File: src/rtl/spi_reg_bank.sv
// SPI mode-0 slave register bank: samples the SPI pins with clk, decodes a command
// byte plus burst data words, and exposes the registers as a flat bus.
//
// state  | meaning
// S_IDLE | nss high (or not yet seen high since reset); counters held
// S_CMD  | shifting in the 8-bit command/address byte
// S_DATA | shifting DATA_W-bit words; write commit or read shift-out per word
module spi_reg_bank #(
  parameter int NREGS  = 8,
  parameter int DATA_W = 16
) (
  input  logic                    clk,
  input  logic                    rstn,
  input  logic                    spi_clk,
  input  logic                    spi_mosi,
  input  logic                    spi_nss,
  output logic                    spi_miso,
  output logic                    spi_miso_oe,
  output logic [NREGS*DATA_W-1:0] regs,
  output logic                    wr_stb,
  output logic [6:0]              wr_addr
);

  localparam int SH_W = (DATA_W > 8) ? DATA_W : 8;
  localparam int CW   = 6;
  localparam logic [CW-1:0] CMD_LAST  = CW'(7);
  localparam logic [CW-1:0] WORD_LAST = CW'(DATA_W - 1);

  typedef enum logic [1:0] {
    S_IDLE,
    S_CMD,
    S_DATA
  } state_t;

  state_t state_q, state_d;

  logic [2:0] sck_s;
  logic [1:0] mosi_s;
  logic [1:0] nss_s;
  logic       sck_rise, sck_fall, nss, mosi;
  logic       armed;

  logic [CW-1:0]     bit_cnt;
  logic [SH_W-2:0]   sh;
  logic [SH_W-1:0]   sh_next;
  logic              is_write;
  logic [6:0]        addr;
  logic [6:0]        addr_inc;
  logic              addr_valid;
  logic [DATA_W-1:0] tx_sh;
  logic [DATA_W-1:0] rd_word;
  logic              cmd_done, word_done;

  logic [DATA_W-1:0] mem [NREGS];

  // nss sync resets low so a frame already running at reset release is never
  // mistaken for a fresh select; armed only sets once nss is really seen high.
  always_ff @(posedge clk or negedge rstn) begin
    if (!rstn) begin
      sck_s  <= '0;
      mosi_s <= '0;
      nss_s  <= '0;
      armed  <= 1'b0;
    end else begin
      sck_s  <= {sck_s[1:0], spi_clk};
      mosi_s <= {mosi_s[0], spi_mosi};
      nss_s  <= {nss_s[0], spi_nss};
      if (nss_s[1])
        armed <= 1'b1;
    end
  end

  assign sck_rise = sck_s[1] & ~sck_s[2];
  assign sck_fall = ~sck_s[1] & sck_s[2];
  assign nss      = nss_s[1];
  assign mosi     = mosi_s[1];

  always_ff @(posedge clk or negedge rstn) begin
    if (!rstn)
      state_q <= S_IDLE;
    else
      state_q <= state_d;
  end

  always_comb begin
    state_d   = state_q;
    cmd_done  = 1'b0;
    word_done = 1'b0;
    unique case (state_q)
      S_IDLE: begin
        if (!nss && armed)
          state_d = S_CMD;
      end
      S_CMD: begin
        if (nss) begin
          state_d = S_IDLE;
        end else if (sck_rise && bit_cnt == '0) begin
          state_d  = S_DATA;
          cmd_done = 1'b1;
        end
      end
      S_DATA: begin
        if (nss)
          state_d = S_IDLE;
        else if (sck_rise && bit_cnt == '0)
          word_done = 1'b1;
      end
      default: state_d = S_IDLE;
    endcase
  end

  assign sh_next    = {sh, mosi};
  assign addr_valid = int'(addr) < NREGS;
  assign addr_inc   = (int'(addr) >= NREGS - 1) ? 7'd0 : addr + 7'd1;

  always_comb begin
    rd_word = '0;
    for (int i = 0; i < NREGS; i++)
      if (int'(addr) == i)
        rd_word = mem[i];
  end

  // bit_cnt counts down to terminal 0; a rise at 0 closes the byte/word
  always_ff @(posedge clk or negedge rstn) begin
    if (!rstn) begin
      bit_cnt     <= '0;
      sh          <= '0;
      is_write    <= 1'b0;
      addr        <= '0;
      tx_sh       <= '0;
      spi_miso_oe <= 1'b0;
      wr_stb      <= 1'b0;
      wr_addr     <= '0;
      for (int i = 0; i < NREGS; i++)
        mem[i] <= '0;
    end else begin
      wr_stb <= 1'b0;
      if (state_q == S_IDLE || nss) begin
        bit_cnt     <= CMD_LAST;
        tx_sh       <= '0;
        spi_miso_oe <= 1'b0;
      end else begin
        if (sck_rise) begin
          sh <= sh_next[SH_W-2:0];
          if (cmd_done) begin
            is_write <= sh_next[7];
            addr     <= sh_next[6:0];
            bit_cnt  <= WORD_LAST;
          end else if (word_done) begin
            if (is_write && addr_valid) begin
              for (int i = 0; i < NREGS; i++)
                if (int'(addr) == i)
                  mem[i] <= sh_next[DATA_W-1:0];
              wr_stb  <= 1'b1;
              wr_addr <= addr;
            end
            addr    <= addr_inc;
            bit_cnt <= WORD_LAST;
          end else begin
            bit_cnt <= bit_cnt - CW'(1);
          end
        end
        // a fall while bit_cnt sits at WORD_LAST is the first fall of a word
        if (sck_fall && state_q == S_DATA && !is_write) begin
          spi_miso_oe <= 1'b1;
          if (bit_cnt == WORD_LAST)
            tx_sh <= rd_word;
          else
            tx_sh <= tx_sh << 1;
        end
      end
    end
  end

  assign spi_miso = spi_miso_oe & tx_sh[DATA_W-1];

  for (genvar g = 0; g < NREGS; g++) begin : g_flat
    assign regs[g*DATA_W +: DATA_W] = mem[g];
  end

endmodule

File: config.mk
export PLATFORM = sky130hd
export DESIGN_NAME = spi_reg_bank
export DESIGN_NICKNAME = d
export VERILOG_FILES = /design/src/rtl/spi_reg_bank.sv
export SDC_FILE = /design/constraint.sdc
export NUM_CORES = 1
export LEC_CHECK = 0
export ABC_AREA = 1
export CAP_MARGIN = 20
export CORE_ASPECT_RATIO = 1.4
export CORE_MARGIN = 2
export CORE_UTILIZATION = 48
export CTS_CLUSTER_DIAMETER = 80
export CTS_CLUSTER_SIZE = 16
export DETAILED_ROUTE_END_ITERATION = 10
export HOLD_SLACK_MARGIN = 0.05
export PLACE_DENSITY = 0.76
export SYNTH_ARGS = -nofsm -noshare
export SYNTH_HDL_FRONTEND = slang
export SYNTH_SLANG_ARGS = --single-unit
File: constraint.sdc
create_clock -name clk -period 1.9 [get_ports clk]
set_input_delay 0.285 -clock clk [delete_from_list [all_inputs] [get_ports clk]]
set_output_delay 0.285 -clock clk [all_outputs]
set_load 0.005 [all_outputs]
==> out/summary.json, run 1 <==
{
  "drt-vias-per-instance": 6.202,
  "grt_antenna_before_repair": 0,
  "yosys_register_bits": 192,
  "cpLargestDelayFamily": "simple AND/OR/NAND/NOR gates",
  "worst-setup-path-type": "register to register",
  "synth-async-reset-ratio": 1.000,
  "post-route-worst-setup-slack_ps": -262.1,
  "slew_viols_final": 0,
  "hold_viol_final": 0,
  "swShare": 0.2587,
  "net-switching-power_w": 0.002147,
  "cts_tree": "yes",
  "grt.overflow.total": 0,
  "synthSimpleGateAreaFrac": 0.2222,
  "worst_hold_path_type": "input port to register",
  "total_leakage_power_nw": 5.970,
  "cts_inserted_buffers": 17,
  "pwr_per_cell_area_nw_per_um2": 618.4,
  "first_global_vias": 7577,
  "synth_warnings": 0,
  "yosys-mux-area-fraction": 0,
  "final_core_utilization": 0.7777,
  "grt_util_all_layers": 0.2927,
  "top_level_ports": 143,
  "synth_cell_type_count": 29,
  "ir_drop_uv": 669.0,
  "post-dp-hpwl_mm": 18.26,
  "violations": "negative setup slack",
  "placementRows": 57,
  "ratio_of_cells_with_drive_above_1_in_the_final_layout": 0.3493,
  "max_slew_headroom": 0.5029,
  "clk_path_buf_depth": 2,
  "finalSetupViolCount": 131,
  "detail_route.iter0.violations": 1141,
  "cp.buffers_inverters": 4,
  "placeableCoreArea_um2": 17260,
  "clk_pin_slew_ps": 80,
  "internal_power_w": 0.006153,
  "worst_setup_path_end_kind": "register",
  "drcViolationCount": 0,
  "area_delta_synth_final_pct": 59.44,
  "critical_path.max_stage_delay_ps": 410,
  "ff_latch_area_um2": 4805,
  "post_drt_wl_per_cell_um": 24.15,
  "synth_enable_flop_cells": 0,
  "run_status": "complete, but fails checks",
  "final_clock_period_utilization_by_the_worst_path": 1.138,
  "floorplan.die.height_um": 160.7,
  "clkSinkCount": 192,
  "die-area_um2": 18630,
  "critPathMaxFanout": 8,
  "worst_path_most_repeated_cell": "nand2_1",
  "p_total_w": 0.008300,
  "routabilityCongestion": 0.9377,
  "start_util": 0.4877,
  "dominant_combinational_cell_family_by_area_after_synthesis": "simple AND/OR/NAND/NOR gates",
  "fillCellCount": 928,
  "critical-path-slowest-cell": "dfrtp_1",
  "clockRootBuffer": "clkbuf_16",
  "mappedNetlistArea_um2": 8418,
  "timing.final.crit_period_ps": 2162,
  "net_count_reported_at_finish": 1250,
  "pwr-share-clk": 0.444,
  "pwr-share-seq": 0.502,
  "crit_path_cell_trace": "inv_2 -> buf_6 -> ha_4 -> nand2_4 -> nor2_4 -> buf_12 -> buf_6 -> nand3_2 -> nand3_2 -> nand3_2 -> nand3_2 -> nand2_1 -> nand2_1 -> nand2_1 -> nand2_1 -> nand2_1 -> nand2_1",
  "drt.antenna.violating_nets": 0,
  "antenna_cells": 0,
  "routed_wl_mm": 35.92,
  "drt-pass1-iter-count": 6,
  "fraction_of_the_mapped_netlist_area_in_compound_gates": 0.1415,
  "setup_skew_after_layout_ps": 12.14,
  "syn-mean-instance-area_um2": 8.360,
  "timing.max_cap.violations": 0,
  "ys_seq_area_frac": 0.5707,
  "clock.fmax_ghz": 0.4625,
  "required_ps": 2290,
  "adder_cell_share_of_the_synthesized_area": 0.01040,
  "critPathLaunchType": "register",
  "netlist_instances": 1007,
  "via_count": 9223,
  "rsz0062_at_grt": "yes",
  "htreeDepth": 4,
  "fp.dieW_um": 115.9,
  "pwr-share-comb": 0.053,
  "yosys_most_used_dff": "dfrtp_1",
  "worst_skew_pair.late_latency_ps": 460,
  "layout_commonest_cell": "dfrtp_1",
  "io_buffers": 142,
  "tightest_slew_ps": 744.9,
  "grt_first_pass_wirelength_mm": 41.18,
  "grt_max_degree": 58,
  "cp.arrival_ps": 2550,
  "area_of_combinational_cells_with_multiple_inputs_um2": 4481,
  "final_cell_mix": "dfrtp_1 (192), nand2_1 (187), clkdlybuf4s50_1 (141)",
  "post_synth_xor_area_fraction": 0.004162,
  "mappedNetlistNets": 1019
}
-- stage by stage --
step | instances | setup WS [ps] | hold slack, ps | area (µm²) | TNS (ps)
floorplan | 1007 | -42.50 | -10.59 | 8564 | -3441
global placement | 1405 | -124.8 | 295.1 | 10700 | -11670
detailed placement | 1405 | -170.9 | 295.0 | 10700 | -16880
CTS | 1442 | -75.04 | 292.0 | 11450 | -3392
global route | 1487 | -323.0 | 281.2 | 13420 | -29950
finish | 1487 | -262.1 | 280.2 | 13420 | -17020
-- cell type report --
type	instances	share of cell area
flip-flops and latches	192	0.3580
clock inverters	15	0.01175
well taps	236	0.02200
inverters	62	0.01836
clock buffers	17	0.03170
multi-input cells	706	0.3338
repair buffers	259	0.2244
-- per-layer routing --
| layer | wire length, µm | up-vias | global-route usage |
|---|---|---|---|
| met1 | 12300 | 4429 | 0.3859 |
| met5 | 0 | - | 0 |
| li1 | - | 3762 | - |
| met3 | 3510 | 247 | 0.04830 |
| met2 | 16650 | 785 | 0.4569 |
| met4 | 3460 | 0 | 0.1672 |
-- sequential cells by signal, summed over array words and instances, names as in the netlist, 2 cells and up --
signal   flops
bit_cnt      6
mosi_s       2
tx_sh       16
state_q      2
nss_s        2
regs       128
addr         7
wr_addr      7
sh          15
sck_s        3
-- kinds of logic after synthesis --
group / Yosys count
DFF: 192
xor gates and xnor gates: 4
AOI/OAI and AO/OA: 232
buffers and inverters: 109
and+or+nand+nor: 463
adders and majority gates: 7
-- worst paths after layout --
check / end / depth (start not counted) / startpoint / slack (ps)
max: tx_sh[8]$_DFFE_PN0P_ / 17 / addr[1]$_DFFE_PN0P_ / -260
min: mosi_s[0]$_DFF_PN0_ / 1 / spi_mosi / 280
max reg2reg: tx_sh[8]$_DFFE_PN0P_ / 17 / addr[1]$_DFFE_PN0P_ / -260
min reg2reg: nss_s[1]$_DFF_PN0_ / 0 / nss_s[0]$_DFF_PN0_ / 350
max in group asynchronous: regs[61]$_DFFE_PN0P_ / 3 / rstn / 850
min in group asynchronous: regs[29]$_DFFE_PN0P_ / 2 / rstn / 380
-- power by group through the flow --
| stage | clock, W | sequential (W) | combinational, W |
|---|---|---|---|
| 6_report | 0.00369 | 0.00417 | 0.000442 |
| 5_1_grt | 0.00383 | 0.00418 | 0.000464 |
| 4_1_cts | 0.00361 | 0.00417 | 0.000384 |
| 3_5_place_dp | 0 | 0.00424 | 0.000379 |
| 3_3_place_gp | 0 | 0.00424 | 0.000370 |
| 2_1_floorplan | 0 | 0.00424 | 0.000116 |
-- synthesized netlist by cell type, types with 4 or more instances --
| master | instances | area share |
|---|---|---|
| a22oi_1 | 7 | 0.0062 |
| ha_1 | 7 | 0.010 |
| clkbuf_1 | 29 | 0.013 |
| nand4_1 | 4 | 0.0030 |
| or2_2 | 7 | 0.0052 |
| nand3_1 | 58 | 0.034 |
| dfrtp_1 | 192 | 0.57 |
| nand2_1 | 312 | 0.14 |
| inv_1 | 59 | 0.026 |
| nor3_1 | 5 | 0.0030 |
| o21ai_0 | 177 | 0.11 |
| o21ai_1 | 8 | 0.0048 |
| nor2_1 | 72 | 0.032 |
| a21oi_1 | 35 | 0.021 |
| buf_2 | 16 | 0.0095 |
-- timing repair --
action,CTS,global route
gates cloned,0,25
setup buffers,4,21
gates resized for setup,42,381
pin swaps,7,59
endpoints found under the setup margin,145,162
hold endpoints to repair,54,0
hold buffers,1,0
Note: power is estimated with default switching activity, not from simulation.
==> inputs of run 2 (changes only) <==
--- a/config.mk
+++ b/config.mk
@@ -6,7 +6,6 @@
 export NUM_CORES = 1
 export LEC_CHECK = 0
 export ABC_AREA = 1
-export CAP_MARGIN = 20
 export CORE_ASPECT_RATIO = 1.4
 export CORE_MARGIN = 2
 export CORE_UTILIZATION = 48
==> results of run 2 <==
Same layout as run 1: the final DEF is identical, and so are final timing and power.
==> inputs of run 3 (changes only) <==
--- a/config.mk
+++ b/config.mk
@@ -17,3 +17,4 @@
 export SYNTH_ARGS = -nofsm -noshare
 export SYNTH_HDL_FRONTEND = slang
 export SYNTH_SLANG_ARGS = --single-unit
+export TNS_END_PERCENT = 20
==> out/summary.json, run 3 (same netlist as run 1, synthesis figures left out) <==
{
  "run_status": "complete, but fails checks",
  "violations": "negative setup slack",
  "cts_tree": "yes",
  "total_leakage_power_nw": 5.557,
  "ratio_of_cells_with_drive_above_1_in_the_final_layout": 0.2285,
  "clk_path_buf_depth": 2,
  "pwr-share-clk": 0.464,
  "grt_util_all_layers": 0.3076,
  "fp.dieW_um": 115.9,
  "detail_route.iter0.violations": 1139,
  "final_core_utilization": 0.7214,
  "post-dp-hpwl_mm": 19.16,
  "crit_path_cell_trace": "inv_2 -> ha_4 -> nand2_1 -> nor2_4 -> buf_6 -> nand3_1 -> nand3_1 -> nand2_1 -> nand3_1 -> nand2_1 -> a21oi_1 -> nor2_1 -> o21ai_1",
  "grt_max_degree": 45,
  "timing.max_cap.violations": 0,
  "critical_path.max_stage_delay_ps": 410,
  "routed_wl_mm": 31.40,
  "top_level_ports": 143,
  "critical-path-slowest-cell": "dfrtp_1",
  "worst_hold_path_type": "input port to register",
  "io_buffers": 142,
  "post-route-worst-setup-slack_ps": -175.4,
  "placementRows": 57,
  "pwr-share-comb": 0.049,
  "fin_tns_setup_ps": -4706,
  "swShare": 0.2409,
  "clock.fmax_ghz": 0.4818,
  "final_cell_mix": "nand2_1 (252), dfrtp_1 (191), clkdlybuf4s50_1 (141)",
  "first_global_vias": 7794,
  "worst_skew_pair.late_latency_ps": 450,
  "hold_viol_final": 0,
  "required_ps": 2270,
  "net_count_reported_at_finish": 1233,
  "floorplan.die.height_um": 160.7,
  "area_delta_synth_final_pct": 47.90,
  "max_slew_headroom": 0.5437,
  "rsz0062_at_grt": "yes",
  "drt-vias-per-instance": 5.908,
  "via_count": 8685,
  "grt_antenna_before_repair": 0,
  "pwr_per_cell_area_nw_per_um2": 688.1,
  "pwr-share-seq": 0.487,
  "internal_power_w": 0.006503,
  "tightest_slew_ps": 683.7,
  "clockRootBuffer": "clkbuf_16",
  "final_clock_period_utilization_by_the_worst_path": 1.092,
  "finalSetupViolCount": 117,
  "worst_setup_path_end_kind": "register",
  "grt_first_pass_wirelength_mm": 42.86,
  "placement.setup.worst_slack_ps": -192.9,
  "clkSinkCount": 192,
  "worst-setup-path-type": "register to register",
  "routabilityCongestion": 0.9972,
  "cp.arrival_ps": 2450,
  "htreeDepth": 4,
  "setup_skew_after_layout_ps": 11.15,
  "ir_drop_uv": 636.1,
  "critPathLaunchType": "register",
  "drt-pass1-iter-count": 6,
  "post_drt_wl_per_cell_um": 21.36,
  "clk_pin_slew_ps": 70,
  "grt.overflow.total": 0,
  "slew_viols_final": 0,
  "drcViolationCount": 0,
  "layout_commonest_cell": "nand2_1",
  "antenna_cells": 0,
  "die-area_um2": 18630,
  "critPathMaxFanout": 8,
  "cts_inserted_buffers": 17,
  "start_util": 0.4877,
  "net-switching-power_w": 0.002063,
  "drt.antenna.violating_nets": 0,
  "placeableCoreArea_um2": 17260,
  "timing.final.crit_period_ps": 2075,
  "largest_reg_flops": 128
}
[run 3: cell count changes in the layout (fill, tap and decap cells not counted), sizes merged]
cell,previous run,this run
clkbuf,41,29
inv,66,65
clkinvlp,4,5
clkinv,5,2
bufinv,2,4
buf,93,89
[run 3: worst paths after layout]
path,from,to,slack [ps],cells after the start
setup / recovery,addr[1]$_DFFE_PN0P_,tx_sh[9]$_DFFE_PN0P_,-180,13
hold / removal,spi_mosi,mosi_s[0]$_DFF_PN0_,280,1
setup reg to reg,addr[1]$_DFFE_PN0P_,tx_sh[9]$_DFFE_PN0P_,-180,13
hold reg to reg,sck_s[0]$_DFF_PN0_,sck_s[1]$_DFF_PN0_,350,0
max in group asynchronous,rstn,regs[67]$_DFFE_PN0P_,890,3
min in group asynchronous,rstn,regs[24]$_DFFE_PN0P_,310,2
[run 3: per-stage QoR]
step	cell area [µm²]	hold WS [ps]	std cells	power, W
floorplan	8559	-10.59	1007	0.004355
global placement	10750	218.2	1409	0.004613
detailed placement	10750	221.6	1409	0.004619
CTS	11580	277.8	1448	0.008512
global route	12450	279.0	1470	0.008758
finish	12450	277.8	1470	0.008567
[run 3: per-layer routing]
metal,GRT usage,vias up,share of wire
met3,0.05887,184,0.11
met4,0.1894,0,0.081
li1,-,3718,-
met1,0.3930,4113,0.33
met2,0.4811,670,0.48
met5,0,-,0
[run 3: worst max-delay path, delay by kind of cell (launching register included)]
family          cells  cell delay, ps
simple gates        8             890
flops               1             410
buf+inv             2             300
compound gates      2             270
fa+ha+maj           1             150
[run 3: timing repair]
item                                    CTS  global route
setup buffers                             6            12
hold buffers                              1             0
endpoints found under the setup margin  133           159
cloned                                    0            12
pin swaps                                 7            25
resized for setup                        39           207
hold endpoints to repair                 33             0
[run 3: power groups by stage]
stage / clock network [W] / registers (W) / logic (W)
finish: 0.00398 / 0.00417 / 0.000418
global route: 0.00414 / 0.00417 / 0.000443
CTS: 0.00396 / 0.00417 / 0.000382
detailed placement: 0 / 0.00424 / 0.000376
global placement: 0 / 0.00424 / 0.000370
floorplan: 0 / 0.00424 / 0.000116
[run 3: final cells by class]
cell class / count / area, µm²
clock buffers: 19 / 452.9
clock inverters: 13 / 198.9
fillers: 1199 / 4808
inverters: 62 / 247.7
multi-input cells: 706 / 3796
flip-flops and latches: 192 / 4806
well taps: 236 / 295.3
repair buffers: 241 / 2646
repair inverters: 1 / 7.507
